$ cat src/rtl/mem_port_arbiter_if.sv
// Bundle of request, response and memory-side signals for mem_port_arbiter.
// The arbiter uses the slave modport; requesters plus memory use the master modport.
interface mem_port_arbiter_if #(
  parameter int ADDR_W = 16,
  parameter int DATA_W = 64
);
  logic              i_req;
  logic [ADDR_W-1:0] i_addr;
  logic              i_ack;
  logic [DATA_W-1:0] i_rdata;
  logic              d_req;
  logic              d_we;
  logic [ADDR_W-1:0] d_addr;
  logic [DATA_W-1:0] d_wdata;
  logic              d_ack;
  logic [DATA_W-1:0] d_rdata;
  logic              mem_en;
  logic              mem_we;
  logic [ADDR_W-1:0] mem_addr;
  logic [DATA_W-1:0] mem_wdata;
  logic [DATA_W-1:0] mem_rdata;
  logic              mem_valid;
  logic              owner;
  logic              if_stall;
  logic              mem_stall;

  modport slave (
    input  i_req, i_addr, d_req, d_we, d_addr, d_wdata, mem_rdata, mem_valid,
    output i_ack, i_rdata, d_ack, d_rdata, mem_en, mem_we, mem_addr, mem_wdata,
           owner, if_stall, mem_stall
  );

  modport master (
    output i_req, i_addr, d_req, d_we, d_addr, d_wdata, mem_rdata, mem_valid,
    input  i_ack, i_rdata, d_ack, d_rdata, mem_en, mem_we, mem_addr, mem_wdata,
           owner, if_stall, mem_stall
  );
endinterface

$ cat src/rtl/mem_port_arbiter.sv
// Arbitrates the unified memory port between fetch refill and data accesses.
// Optional fetch starvation guard: define ARB_STARVE_GUARD_EN.
module mem_port_arbiter #(
  parameter int ADDR_W     = 16,
  parameter int DATA_W     = 64,
  parameter int STARVE_MAX = 3
) (
  input logic               clk,
  input logic               rst,
  mem_port_arbiter_if.slave bus
);

  typedef enum logic [1:0] {
    IDLE  = 2'd0,
    ISSUE = 2'd1,
    WAIT  = 2'd2,
    DONE  = 2'd3
  } state_t;

  state_t            state_q, state_d;
  logic              grant_s;
  logic              pick_data_s;
  logic              owner_q, owner_d;
  logic              mem_en_q, mem_en_d;
  logic              mem_we_q, mem_we_d;
  logic [ADDR_W-1:0] addr_q, addr_d;
  logic [DATA_W-1:0] wdata_q, wdata_d;
  logic [DATA_W-1:0] i_rdata_q, i_rdata_d;
  logic [DATA_W-1:0] d_rdata_q, d_rdata_d;
  logic              i_ack_q, i_ack_d;
  logic              d_ack_q, d_ack_d;

`ifdef ARB_STARVE_GUARD_EN
  localparam int CNT_W = (STARVE_MAX < 1) ? 1 : $clog2(STARVE_MAX + 1);
  localparam logic [CNT_W-1:0] STARVE_LIM = CNT_W'(STARVE_MAX);
  logic [CNT_W-1:0] starve_q, starve_d;
`else
  localparam int unused_starve_max = STARVE_MAX;
`endif

  always_ff @(posedge clk) begin
    if (!rst) begin
      state_q <= IDLE;
    end else begin
      state_q <= state_d;
    end
  end

  always_comb begin
    state_d = state_q;
    case (state_q)
      IDLE: begin
        if (bus.i_req || bus.d_req) state_d = ISSUE;
        else                        state_d = IDLE;
      end
      ISSUE, WAIT: begin
        if (bus.mem_valid) state_d = DONE;
        else               state_d = WAIT;
      end
      DONE:    state_d = IDLE;
      default: state_d = IDLE;
    endcase
  end

  // Data wins ties unless the guard has seen too many data grants in a row.
  always_comb begin
    grant_s = (state_q == IDLE) && (bus.i_req || bus.d_req);
`ifdef ARB_STARVE_GUARD_EN
    if (bus.d_req && bus.i_req && (starve_q == STARVE_LIM)) pick_data_s = 1'b0;
    else                                                     pick_data_s = bus.d_req;
`else
    pick_data_s = bus.d_req;
`endif
  end

  always_comb begin
    owner_d   = owner_q;
    addr_d    = addr_q;
    wdata_d   = wdata_q;
    i_rdata_d = i_rdata_q;
    d_rdata_d = d_rdata_q;
    mem_en_d  = (state_d == ISSUE);
    i_ack_d   = (state_d == DONE) && !owner_q;
    d_ack_d   = (state_d == DONE) && owner_q;
    if (grant_s) begin
      owner_d  = pick_data_s;
      addr_d   = pick_data_s ? bus.d_addr : bus.i_addr;
      wdata_d  = pick_data_s ? bus.d_wdata : {DATA_W{1'b0}};
      mem_we_d = pick_data_s && bus.d_we;
    end else if (state_d == WAIT) begin
      mem_we_d = mem_we_q;
    end else begin
      mem_we_d = 1'b0;
    end
    // Read data lands in the owner's register; writes leave it untouched.
    if ((state_q == ISSUE || state_q == WAIT) && bus.mem_valid && !mem_we_q) begin
      if (owner_q) d_rdata_d = bus.mem_rdata;
      else         i_rdata_d = bus.mem_rdata;
    end else begin
      d_rdata_d = d_rdata_q;
    end
`ifdef ARB_STARVE_GUARD_EN
    starve_d = starve_q;
    if (grant_s && !pick_data_s) begin
      starve_d = {CNT_W{1'b0}};
    end else if (grant_s && bus.i_req && (starve_q != STARVE_LIM)) begin
      starve_d = starve_q + CNT_W'(1);
    end else begin
      starve_d = starve_q;
    end
`endif
  end

  always_ff @(posedge clk) begin
    if (!rst) begin
      owner_q   <= 1'b0;
      mem_en_q  <= 1'b0;
      mem_we_q  <= 1'b0;
      addr_q    <= {ADDR_W{1'b0}};
      wdata_q   <= {DATA_W{1'b0}};
      i_rdata_q <= {DATA_W{1'b0}};
      d_rdata_q <= {DATA_W{1'b0}};
      i_ack_q   <= 1'b0;
      d_ack_q   <= 1'b0;
`ifdef ARB_STARVE_GUARD_EN
      starve_q  <= {CNT_W{1'b0}};
`endif
    end else begin
      owner_q   <= owner_d;
      mem_en_q  <= mem_en_d;
      mem_we_q  <= mem_we_d;
      addr_q    <= addr_d;
      wdata_q   <= wdata_d;
      i_rdata_q <= i_rdata_d;
      d_rdata_q <= d_rdata_d;
      i_ack_q   <= i_ack_d;
      d_ack_q   <= d_ack_d;
`ifdef ARB_STARVE_GUARD_EN
      starve_q  <= starve_d;
`endif
    end
  end

  assign bus.owner     = owner_q;
  assign bus.mem_en    = mem_en_q;
  assign bus.mem_we    = mem_we_q;
  assign bus.mem_addr  = addr_q;
  assign bus.mem_wdata = wdata_q;
  assign bus.i_rdata   = i_rdata_q;
  assign bus.d_rdata   = d_rdata_q;
  assign bus.i_ack     = i_ack_q;
  assign bus.d_ack     = d_ack_q;
  assign bus.if_stall  = bus.i_req & ~i_ack_q;
  assign bus.mem_stall = bus.d_req & ~d_ack_q;

endmodule

$ cat src/flat_wrapper.sv
// flat-port wrapper written by rule: the top's interface ports become plain ports
module mem_port_arbiter_flat 
#(
  parameter int ADDR_W     = 16,
  parameter int DATA_W     = 64,
  parameter int STARVE_MAX = 3
)
  (clk, rst, bus_i_req, bus_i_addr, bus_d_req, bus_d_we, bus_d_addr, bus_d_wdata, bus_mem_rdata, bus_mem_valid, bus_i_ack, bus_i_rdata, bus_d_ack, bus_d_rdata, bus_mem_en, bus_mem_we, bus_mem_addr, bus_mem_wdata, bus_owner, bus_if_stall, bus_mem_stall);
  mem_port_arbiter_if #(.ADDR_W(ADDR_W), .DATA_W(DATA_W)) bus_i ();
  input logic clk;
  input logic rst;
  input wire logic [$bits(bus_i.i_req)-1:0] bus_i_req;
  input wire logic [$bits(bus_i.i_addr)-1:0] bus_i_addr;
  input wire logic [$bits(bus_i.d_req)-1:0] bus_d_req;
  input wire logic [$bits(bus_i.d_we)-1:0] bus_d_we;
  input wire logic [$bits(bus_i.d_addr)-1:0] bus_d_addr;
  input wire logic [$bits(bus_i.d_wdata)-1:0] bus_d_wdata;
  input wire logic [$bits(bus_i.mem_rdata)-1:0] bus_mem_rdata;
  input wire logic [$bits(bus_i.mem_valid)-1:0] bus_mem_valid;
  output wire logic [$bits(bus_i.i_ack)-1:0] bus_i_ack;
  output wire logic [$bits(bus_i.i_rdata)-1:0] bus_i_rdata;
  output wire logic [$bits(bus_i.d_ack)-1:0] bus_d_ack;
  output wire logic [$bits(bus_i.d_rdata)-1:0] bus_d_rdata;
  output wire logic [$bits(bus_i.mem_en)-1:0] bus_mem_en;
  output wire logic [$bits(bus_i.mem_we)-1:0] bus_mem_we;
  output wire logic [$bits(bus_i.mem_addr)-1:0] bus_mem_addr;
  output wire logic [$bits(bus_i.mem_wdata)-1:0] bus_mem_wdata;
  output wire logic [$bits(bus_i.owner)-1:0] bus_owner;
  output wire logic [$bits(bus_i.if_stall)-1:0] bus_if_stall;
  output wire logic [$bits(bus_i.mem_stall)-1:0] bus_mem_stall;
  assign bus_i.i_req = bus_i_req;
  assign bus_i.i_addr = bus_i_addr;
  assign bus_i.d_req = bus_d_req;
  assign bus_i.d_we = bus_d_we;
  assign bus_i.d_addr = bus_d_addr;
  assign bus_i.d_wdata = bus_d_wdata;
  assign bus_i.mem_rdata = bus_mem_rdata;
  assign bus_i.mem_valid = bus_mem_valid;
  assign bus_i_ack = bus_i.i_ack;
  assign bus_i_rdata = bus_i.i_rdata;
  assign bus_d_ack = bus_i.d_ack;
  assign bus_d_rdata = bus_i.d_rdata;
  assign bus_mem_en = bus_i.mem_en;
  assign bus_mem_we = bus_i.mem_we;
  assign bus_mem_addr = bus_i.mem_addr;
  assign bus_mem_wdata = bus_i.mem_wdata;
  assign bus_owner = bus_i.owner;
  assign bus_if_stall = bus_i.if_stall;
  assign bus_mem_stall = bus_i.mem_stall;
  mem_port_arbiter #(.ADDR_W(ADDR_W), .DATA_W(DATA_W), .STARVE_MAX(STARVE_MAX)) u_core (.clk(clk), .rst(rst), .bus(bus_i));
endmodule
$ cat config.mk
export PLATFORM = sky130hd
export DESIGN_NAME = mem_port_arbiter_flat
export DESIGN_NICKNAME = d
export VERILOG_FILES = /design/src/rtl/mem_port_arbiter_if.sv /design/src/rtl/mem_port_arbiter.sv /design/src/flat_wrapper.sv
export SDC_FILE = /design/constraint.sdc
export NUM_CORES = 1
export LEC_CHECK = 0
export CORE_MARGIN = 5
export CORE_UTILIZATION = 37
export CTS_BUF_LIST = sky130_fd_sc_hd__clkbuf_8
export DETAILED_ROUTE_END_ITERATION = 7
export GPL_ROUTABILITY_DRIVEN = 0
export MAX_ROUTING_LAYER = met4
export PLACE_DENSITY = 0.8
export REMOVE_ABC_BUFFERS = 1
export SYNTH_ARGS = -nofsm -noshare
export SYNTH_HDL_FRONTEND = slang
export SYNTH_SLANG_ARGS = --single-unit
$ cat constraint.sdc
create_clock -name clk -period 1.4 [get_ports clk]
set_input_delay 0.21 -clock clk [delete_from_list [all_inputs] [get_ports clk]]
set_output_delay 0.21 -clock clk [all_outputs]
set_load 0.1 [all_outputs]
---- Yosys cells after proc, flatten, opt, wreduce, memory -nomap -nowiden ----
Index checks and enable logic that the tools add are counted.
operators by class
  equality and inequality tests ........... 7
  multiplexer cells ....................... 7
  bitwise operators ....................... 5
  reductions and logical operators ........ 14
operator list
  kind                                           number
  two-way mux 64 bit                             1
  two-way mux 16 bit                             1
  == test 2 bit, second input constant           4
  logical AND 1 bit                              6
  case mux 2 bit (3 select lines)                1
  == test 2 x 1 -> 1 bit, second input constant  2
  two-way mux 1 bit                              4
  AND reduction 2 bit                            2
  NOT 1 bit                                      3
  bitwise AND 1 bit                              2
  zero test 1 bit                                2
  zero test 2 bit                                1
  logical OR 1 bit                               2
  != test 2 x 1 -> 1 bit, second input constant  1
  OR reduction 2 bit                             1
storage, ports and cells
  bits in registers ....................... 215
  input port bits ......................... 166
  logic and storage cells ................. 43

---- Longest topological paths before layout ----
Gate-level depths: netlist of the first run.
  depth in word-level cells ............... 6
  depth in mapped cells ................... 8

---- Least setup slack after synthesis of the first run ----
Ideal clock, no wire load.
  path type ............................... reg2out
  start point ............................. register u_core.i_ack_q, in the netlist u_core.bus.i_ack
  end point ............................... output bus_if_stall
  arrival time ............................ 2114 ps
  slack ................................... -924 ps
  cell stages (with the launch flop) ...... 2
  cells stage by stage .................... dfxtp_1 > nor2b_1
on the way
  longest elaborated chain between the ends .. 2
RTL lines
  item                    RTL line                 source
  from (decl)             mem_port_arbiter.sv:30   logic i_ack_q, i_ack_d;
  from (signal assigned)  mem_port_arbiter.sv:136  i_ack_q <= i_ack_d;
  NOT 1 bit               mem_port_arbiter.sv:153  assign bus.if_stall = bus.i_req & ~i_ack_q;
  bitwise AND 1 bit       mem_port_arbiter.sv:153
  to (decl)               flat_wrapper.sv:29       output wire logic [$bits(bus_i.if_stall)-1:0] bus_if_stall;
No other way between the ends.

---- Final worst setup path of the first run ----
  start point ............................. register u_core.state_q[1]
  end point ............................... register u_core.i_rdata_q[1], in the netlist u_core.bus.i_rdata[1]
on the way
  longest elaborated chain between the ends .. 5
RTL lines
  item                                                            RTL line                 source
  from (decl)                                                     mem_port_arbiter.sv:20   state_t state_q, state_d;
  from (signal assigned)                                          mem_port_arbiter.sv:45   state_q <= state_d;
  == test 2 x 1 -> 1 bit / == test 2 bit (equally long branches)  mem_port_arbiter.sv:96   if ((state_q == ISSUE || state_q == WAIT) && bus.mem_valid && !mem_we_q) begin
  logical OR 1 bit (*)                                            mem_port_arbiter.sv:96
  logical AND 1 bit (*) (2 in a row)                              mem_port_arbiter.sv:96
  AND reduction 2 bit (no source line) (*)                        n/a
  to (signal assigned)                                            mem_port_arbiter.sv:121  i_rdata_q <= {DATA_W{1'b0}};
  to (signal assigned)                                            mem_port_arbiter.sv:134  i_rdata_q <= i_rdata_d;
  to (decl)                                                       mem_port_arbiter.sv:28   logic [DATA_W-1:0] i_rdata_q, i_rdata_d;
Mark *: on every way between the ends. The rest lies on a longest branch, timed or not.
A chain may end at the register's enable or synchronous reset.

==> results.json, run 1 <==
{
  "final_common_cell": "buf_12",
  "core_um2": 20300,
  "min_path_type": "in2reg",
  "ys_warn_count": 0,
  "max_freq_mhz": 644,
  "synthDistinctLibCells": 29,
  "cts_tree": "yes",
  "cts_max_level": 2,
  "cts_buffers": 37,
  "initial_core_util_pct": 37.6,
  "period_needed_ps": 1550,
  "grt_pass1_wl_um": 47800,
  "max_cap_viol_count": 0,
  "end_kind": "register",
  "die_h_um": 154,
  "total_power_uw": 23200,
  "yosys.area.top_type": "dfxtp_1",
  "fin_crit_sh_pct": 111,
  "finalHoldViolCount": 0,
  "grt_usage_pct": 26.3,
  "drv_slew": 0,
  "remaining_drc_errors": 0,
  "areaGrowthSynthToFinish_pct": 111,
  "grt_setup_unrepaired": "true",
  "synthCells": 817,
  "synth_edf_count": 0,
  "die_area_um2": 23600,
  "synthesis.area_um2": 7640,
  "relSlewSlack_pct": 72.8,
  "fillCellCount": 1058,
  "vias_per_cell": 5.43,
  "crit_type": "reg2reg",
  "yosysTopAreaCellShare_pct": 56.3,
  "cts-root-buf": "clkbuf_8",
  "crit_fanout": 8,
  "required_ps": 1800,
  "grt_max_degree": 58,
  "wire_per_inst_um": 24.2,
  "gr-total-overflow": 0,
  "final_cell_mix": "buf_12, dfxtp_1, clkdlybuf4s50_1",
  "portBuffers": 380,
  "violations": "setup timing",
  "clock_latency_ps": 520,
  "outcome": "finished, violations left",
  "final-seq-area_um2": 4330,
  "grt_antenna_before_repair": 1,
  "p_leak_uw": 0.00635,
  "cts_hold_buf": 0,
  "cts_sinks": 215,
  "preCtsSetupSlack_ps": -281,
  "rrSetupSlack_ps": -150,
  "die_w_um": 154,
  "vdd_drop_max_v": 0.00111,
  "clockBufferDepth": 3,
  "drive_gt1_share_pct": 39.7,
  "p_per_area_nw_per_um2": 1440,
  "synth.area.top_cells": "dfxtp_1, nand3_1, o21ai_0, nand2_1, a22o_1",
  "dp_hpwl_um": 21300,
  "clk_pin_slew_ps": 60,
  "grt_pass1_vias": 8325,
  "first_iter_violations": 451,
  "multiInputGateArea_um2": 3640,
  "finalWorstSetupSlack_ps": -153,
  "setup_viol": 132,
  "crit_arrival_ps": 1960,
  "ys_seq_area_share_pct": 56.3,
  "layout.nets": 1387,
  "wl_um": 36700,
  "ys_ff_latch": 215,
  "num_vias": 8248,
  "dr.pass1.iters": 5,
  "drtAntennaViolNets": 0,
  "syn_area_per_cell_um2": 9.35,
  "skew_ps": 19.4,
  "num_io_pins": 381,
  "ys.flop_type": "dfxtp_1",
  "start_kind": "register",
  "row_count": 52,
  "worstMarginPinSlew_ps": 404,
  "ys_async_sr_fraction_pct": 0
}
## timing repair
item	CTS	global route
setup buffers	6	1
gates resized for setup	98	189
setup endpoints to repair	203	158
pin swaps	4	22
cloned	12	11
## worst paths after layout
kind	start	end	cells past startpoint
hold / removal	rst	u_core.bus.i_rdata[4]$_SDFFE_PN0P_	3
hold reg to reg	u_core.bus.d_rdata[61]$_SDFFE_PN0P_	u_core.bus.d_rdata[61]$_SDFFE_PN0P_	2
setup / recovery	u_core.state_q[1]$_SDFF_PN0_	u_core.bus.i_rdata[1]$_SDFFE_PN0P_	8
setup reg to reg	u_core.state_q[1]$_SDFF_PN0_	u_core.bus.i_rdata[1]$_SDFFE_PN0P_	8
## Yosys cell counts, types with 2 or more instances
library cell,n
buf_6,10
a22o_1,30
dfxtp_1,215
o211a_1,16
nor2b_1,4
buf_2,39
and3_1,3
mux2i_1,16
clkbuf_1,23
o21ai_0,111
o21ai_1,18
a21boi_0,34
inv_1,2
nand3_1,162
ha_1,2
buf_4,5
nand2_1,115
## sequential cells by signal (all words and copies together), names as in the netlist
| register | flops |
|---|---|
| u_core.bus.d_rdata | 64 |
| u_core.bus.owner | 1 |
| u_core.bus.mem_wdata | 64 |
| u_core.bus.i_rdata | 64 |
| u_core.state_q | 2 |
| u_core.bus.d_ack | 1 |
| u_core.bus.mem_en | 1 |
| u_core.bus.mem_we | 1 |
| u_core.bus.mem_addr | 16 |
| u_core.bus.i_ack | 1 |
## per-stage QoR
step                hold WS (ps)  TNS [ps]  area [µm²]  utilization (%)  std cells
global route                59.4    -18360       16100             79.4       1518
CTS                         26.5     -6250       15200             74.9       1505
floorplan                    336   -430370        7210                -        739
global placement             481    -23070       13900             68.3       1420
detailed placement           488    -31460       13900             68.3       1420
finish                      63.2    -11220       16100             79.4       1518
## cells by family after synthesis
kind of cell    after synthesis  synth area share [%]
flops                       215                  56.3
fa+ha+maj                     2                 0.327
buf+inv                      80                  5.80
compound gates              214                  18.0
simple gates                290                  17.5
mux                          16                  2.10
## worst max-delay path, stage by stage (launching register included)
cell and delay (ps):
dfxtp_2 330, inv_2 40, ha_4 270, buf_6 100, nand4bb_4 130, buf_12 190
clkbuf_16 180, nand3_1 100, o21ai_0 90
## power by group
| group | leakage [µW] | switching (µW) | internal [µW] |
|---|---|---|---|
| sequential | 0.00176 | 687 | 6720 |
| clock | 0.000429 | 2640 | 3080 |
| combinational | 0.00416 | 6240 | 3780 |
| total | 0.00635 | 9560 | 13600 |
## metal layers
layer	GRT usage (%)	routed length, µm
met1	27.5	12900
met2	45.6	19000
met3	8.99	3120
met4	10.6	1640
met5	-	0
## layout make-up
cell class | count | area share [%]
antenna | 1 | 0.0155
sequential | 215 | 26.9
inverter | 2 | 0.0466
timing repair buffer | 441 | 43.8
tap | 270 | 2.10
clock buffer | 48 | 4.10
multi-input combinational | 522 | 22.6
clock inverter | 19 | 0.528
(Power assumes the default switching activity.)
==> run 2: changes to the inputs <==
CORE_ASPECT_RATIO = 0.75   (was default)
==> run 2 against run 1 <==
  * Highest routed layer unchanged
  * Clock power shrank 7.7%
  * Flip-flop and latch count is the same
  * Combinational power barely moved
  * Cell count fell by 0.79%
  * Hold slack better by 73 ps
  * The run still ends with setup timing left
  * Global-route usage down 0.29 points
  * Clock skew grew 9.8 ps
  * Total power is 1.9% lower
==> results.json, run 2 (same netlist as run 1, synthesis figures left out) <==
{
  "period_needed_ps": 1640,
  "grt_max_degree": 66,
  "relSlewSlack_pct": 77.0,
  "placed_cell_area_um2": 14000,
  "num_io_pins": 381,
  "wl_um": 35200,
  "dr.pass1.iters": 6,
  "portBuffers": 380,
  "finalWorstSetupSlack_ps": -242,
  "cts-root-buf": "clkbuf_8",
  "areaGrowthSynthToFinish_pct": 112,
  "grt-busiest-layer": "met2",
  "dp_hpwl_um": 20700,
  "p_int_uw": 13300,
  "gr-total-overflow": 0,
  "seqPwrFrac_pct": 32.6,
  "required_ps": 1770,
  "row_count": 45,
  "crit_fanout": 13,
  "clk_pin_slew_ps": 70,
  "vdd_drop_max_v": 0.00114,
  "hold_path_depth": 3,
  "met1_usage_pct": 27.4,
  "violations": "setup timing",
  "first_iter_violations": 471,
  "drtAntennaViolNets": 0,
  "p_leak_uw": 0.00637,
  "preCtsSetupSlack_ps": -179,
  "crit_type": "reg2reg",
  "wire_per_inst_um": 23.4,
  "drive_gt1_share_pct": 40.4,
  "min_path_type": "in2reg",
  "grt_pass1_vias": 8290,
  "grt_pass1_wl_um": 47000,
  "switching_share_pct": 41.5,
  "p_per_area_nw_per_um2": 1400,
  "r2r-end": "u_core.bus.i_rdata[8]$_SDFFE_PN0P_",
  "cts_max_level": 2,
  "num_antenna_cells": 0,
  "multiInputGateArea_um2": 3700,
  "met3_usage_pct": 8.03,
  "setup_viol": 131,
  "use_met2_pct": 46.2,
  "core_um2": 20300,
  "final_area_um2": 16200,
  "crit_arrival_ps": 2020,
  "initial_core_util_pct": 37.7,
  "cts_sinks": 215,
  "cts_tree": "yes",
  "fin_crit_sh_pct": 117,
  "grt_antenna_before_repair": 0,
  "holdPathEnd": "u_core.bus.mem_wdata[30]$_SDFFE_PN0P_",
  "num_vias": 8209,
  "grt_setup_unrepaired": "true",
  "p_clk_share_pct": 23.3,
  "grt_usage_pct": 26.0,
  "die_w_um": 176,
  "finalHoldViolCount": 0,
  "vias_per_cell": 5.45,
  "rrSetupSlack_ps": -240,
  "r2r_start": "u_core.state_q[0]$_SDFF_PN0_",
  "max_cap_viol_count": 0,
  "p_comb_share_pct": 44.1,
  "clock_latency_ps": 530,
  "clockBufferDepth": 3,
  "layout.nets": 1396,
  "final_common_cell": "buf_12",
  "end_kind": "register",
  "cts_buffers": 34,
  "outcome": "finished, violations left",
  "skew_ps": 29.2,
  "drv_slew": 0,
  "min_from": "bus_d_req",
  "start_kind": "register",
  "final-seq-area_um2": 4330,
  "die_h_um": 134,
  "remaining_drc_errors": 0,
  "reg2reg_depth": 8,
  "fillCellCount": 1072,
  "p_switching_uw": 9430,
  "worstMarginPinSlew_ps": 341,
  "die_area_um2": 23700,
  "final_cell_mix": "buf_12, dfxtp_1, clkdlybuf4s50_1",
  "max_freq_mhz": 609
}
## run 2: cell count changes in the layout (fill, tap and decap cells not counted), sizes merged
cell	previous run	this run
clkinvlp	2	1
clkinv	5	1
clkbuf	59	51
diode	1	0
inv	14	13
dlygate4sd3	0	1
buf	267	281
## run 2: worst max path at each step
stage | start | endpoint | slack (ps) | depth (start not counted)
after detailed placement | bus_i_req | u_core.bus.mem_addr[12]$_SDFFE_PN0P_ | -180 | 6
after CTS | u_core.state_q[0]$_SDFF_PN0_ | u_core.bus.i_rdata[19]$_SDFFE_PN0P_ | -130 | 8
after floorplan | u_core.bus.owner$_SDFFE_PN0P_ | u_core.bus.d_rdata[0]$_SDFFE_PN0P_ | -3070 | 3
final | u_core.state_q[0]$_SDFF_PN0_ | u_core.bus.i_rdata[8]$_SDFFE_PN0P_ | -240 | 8
after global placement | bus_i_req | u_core.bus.mem_addr[2]$_SDFFE_PN0P_ | -130 | 6
after global routing | u_core.state_q[0]$_SDFF_PN0_ | u_core.bus.i_rdata[8]$_SDFFE_PN0P_ | -250 | 8
## run 2: layout make-up
| type | count | area share [%] |
|---|---|---|
| clock inverters | 13 | 0.332 |
| inverters | 2 | 0.0463 |
| clock buffers | 43 | 3.65 |
| multi-input cells | 522 | 22.8 |
| well taps | 258 | 1.99 |
| flip-flops and latches | 215 | 26.7 |
| repair buffers | 453 | 44.4 |
## run 2: what timing repair did
action | 4_1_cts | 5_1_grt
gates cloned | 12 | 10
endpoints found under the setup margin | 189 | 148
resized for setup | 162 | 148
endpoints found under the hold margin | 3 | 0
pin swaps | 8 | 11
hold buffers | 1 | 0
buffers inserted | 5 | 3
## run 2: critical path, stage by stage, from the launching register on
cell       delay [ps]
dfxtp_2           320
inv_2              40
ha_4              270
buf_6             100
nand4bb_4         140
buf_12            190
buf_16            160
nand3_1           130
o21ai_0           140
## run 2: routing by layer
layer  wire (µm)  up-vias  part of all wire [%]
li1            -     3714                     -
met1       12500     3961                    36
met2       18100      432                    51
met3        3090      102                   8.8
met4        1470        0                   4.2
met5           0        -                     0
## run 2: power by group through the flow
stage	Sequential (µW)	Clock, µW	Combinational (µW)
6_report	7400	5280	10000
5_1_grt	7460	5660	10300
4_1_cts	7340	5300	9420
3_5_place_dp	7450	0	8950
3_3_place_gp	7410	0	8850
2_1_floorplan	11200	0	1070
## run 2: stage by stage
| step | setup TNS (ps) | total power [µW] | std cells | utilization [%] | hold WS (ps) |
|---|---|---|---|---|---|
| 2_1_floorplan | -430370 | 12300 | 739 | - | 336 |
| 3_3_place_gp | -16720 | 16300 | 1420 | 69.2 | 482 |
| 3_5_place_dp | -26570 | 16400 | 1420 | 69.2 | 490 |
| 4_1_cts | -7860 | 22100 | 1493 | 76.3 | 93.1 |
| 5_1_grt | -17240 | 23400 | 1506 | 80.0 | 129 |
| 6_report | -11030 | 22700 | 1506 | 80.0 | 136 |
==> run 3: changes to the inputs <==
CTS_CLUSTER_SIZE = 14   (was default)
SKIP_CTS_REPAIR_TIMING = 1   (was default)
==> run 3 against run 2 <==
  * The flow still finishes with violations (setup timing)
  * Clock skew down 17 ps
  * Non-clock buffer count down 12
  * Sequential share of layout area up 1.1 points
  * Global-route usage down 3.5 points
  * Count of clock-buffer cells in the layout unchanged
  * Clock power down 2%
  * Sequential power down 0.5%
  * Die area unchanged
  * Critical path type unchanged
  * Largest cell class unchanged
==> results.json, run 3 (same netlist as run 1, synthesis figures left out) <==
{
  "final_common_cell": "buf_12",
  "grt_usage_pct": 22.5,
  "end_kind": "register",
  "finalWorstSetupSlack_ps": -171,
  "critPathMostFrequentCell": "buf_12",
  "drive_gt1_share_pct": 33.4,
  "row_count": 45,
  "clk_pin_slew_ps": 70,
  "cts_buffers": 34,
  "layout.nets": 1384,
  "setup_viol": 128,
  "die_w_um": 176,
  "start_kind": "register",
  "clockBufferDepth": 3,
  "cts_tree": "yes",
  "p_leak_uw": 0.00616,
  "portBuffers": 380,
  "num_io_pins": 381,
  "grt_setup_unrepaired": "true",
  "crit_fanout": 25,
  "initial_core_util_pct": 37.7,
  "required_ps": 1780,
  "crit_type": "reg2reg",
  "grt_pass1_vias": 7640,
  "final_cell_mix": "buf_12, dfxtp_1, clkdlybuf4s50_1",
  "max_cap_viol_count": 0,
  "first_iter_violations": 525,
  "slowest_delay_ps": 330,
  "dr.pass1.iters": 5,
  "core_um2": 20300,
  "drtAntennaViolNets": 0,
  "crit_path_top_delay_cell": "dfxtp_2",
  "cts_sinks": 215,
  "num_vias": 7941,
  "cts-root-buf": "clkbuf_8",
  "relSlewSlack_pct": 77.5,
  "finalSetupTns_ps": -11680,
  "crit_arrival_ps": 1950,
  "clock_latency_ps": 510,
  "cts_max_level": 2,
  "wl_um": 31600,
  "p_per_area_nw_per_um2": 1420,
  "outcome": "finished, violations left",
  "worstMarginPinSlew_ps": 334,
  "die_h_um": 134,
  "grt_pass1_wl_um": 41400,
  "violations": "setup timing",
  "drv_slew": 0,
  "areaGrowthSynthToFinish_pct": 103,
  "dp_hpwl_um": 20700,
  "fin_util_pct": 76.6,
  "path_cells": "inv_2, ha_4, buf_4, nand4bb_4, buf_12, buf_12, nand3_1, o21ai_0",
  "wire_per_inst_um": 21.1,
  "min_path_type": "in2reg",
  "max_freq_mhz": 636,
  "grt_max_degree": 66,
  "gr-total-overflow": 0,
  "grt_antenna_before_repair": 0,
  "period_needed_ps": 1570,
  "vias_per_cell": 5.32,
  "vdd_drop_max_v": 0.00129,
  "fin_crit_sh_pct": 112,
  "die_area_um2": 23700,
  "remaining_drc_errors": 0,
  "skew_ps": 11.8,
  "finalHoldViolCount": 0,
  "num_antenna_cells": 0
}
==> run 3: cell type report <==
| type | count | area (µm²) |
|---|---|---|
| timing repair buffer | 441 | 6920 |
| inverter | 2 | 7.51 |
| clock buffer | 43 | 592 |
| clock inverter | 13 | 53.8 |
| fill | 1179 | 4750 |
| sequential | 215 | 4310 |
| tap | 258 | 323 |
| multi-input combinational | 522 | 3310 |
==> run 3: metrics by stage <==
| stage | total power [µW] | cells | area (µm²) | hold WS, ps | setup slack, ps |
|---|---|---|---|---|---|
| CTS | 21600 | 1476 | 14700 | -20.3 | -245 |
| global placement | 16300 | 1420 | 14000 | 482 | -129 |
| floorplan | 12300 | 739 | 7210 | 336 | -3070 |
| detailed placement | 16400 | 1420 | 14000 | 490 | -179 |
| finish | 22000 | 1494 | 15500 | 13.2 | -171 |
| global route | 22700 | 1494 | 15500 | -11.2 | -196 |
==> run 3: where the power goes <==
part	total (µW)	internal [µW]	switching (µW)
logic	9450	3520	5920
registers	7360	6720	641
clock network	5180	2740	2430
==> run 3: final timing paths <==
path | end | slack, ps | start | cells past startpoint
setup / recovery | u_core.bus.i_rdata[9]$_SDFFE_PN0P_ | -170 | u_core.state_q[0]$_SDFF_PN0_ | 8
hold / removal | u_core.bus.mem_addr[9]$_SDFFE_PN0P_ | 10 | rst | 2
setup reg to reg | u_core.bus.i_rdata[9]$_SDFFE_PN0P_ | -170 | u_core.state_q[0]$_SDFF_PN0_ | 8
hold reg to reg | u_core.bus.mem_wdata[5]$_SDFFE_PN0P_ | 500 | u_core.bus.mem_wdata[5]$_SDFFE_PN0P_ | 2
==> run 3: metal layers <==
| layer | global-route usage, % | part of all wire, % |
|---|---|---|
| met1 | 24.3 | 37 |
| met2 | 39.5 | 51 |
| met4 | 7.40 | 3.5 |
| met5 | - | 0 |
| met3 | 7.42 | 8.9 |
==> run 3: worst max-delay path, delay by kind of cell, from the launching register on <==
| family | cells | cell delay [ps] |
|---|---|---|
| and+or+nand+nor | 2 | 230 |
| AOI/OAI and AO/OA | 1 | 120 |
| adders and majority gates | 1 | 270 |
| DFF | 1 | 330 |
| buffers and inverters | 4 | 490 |
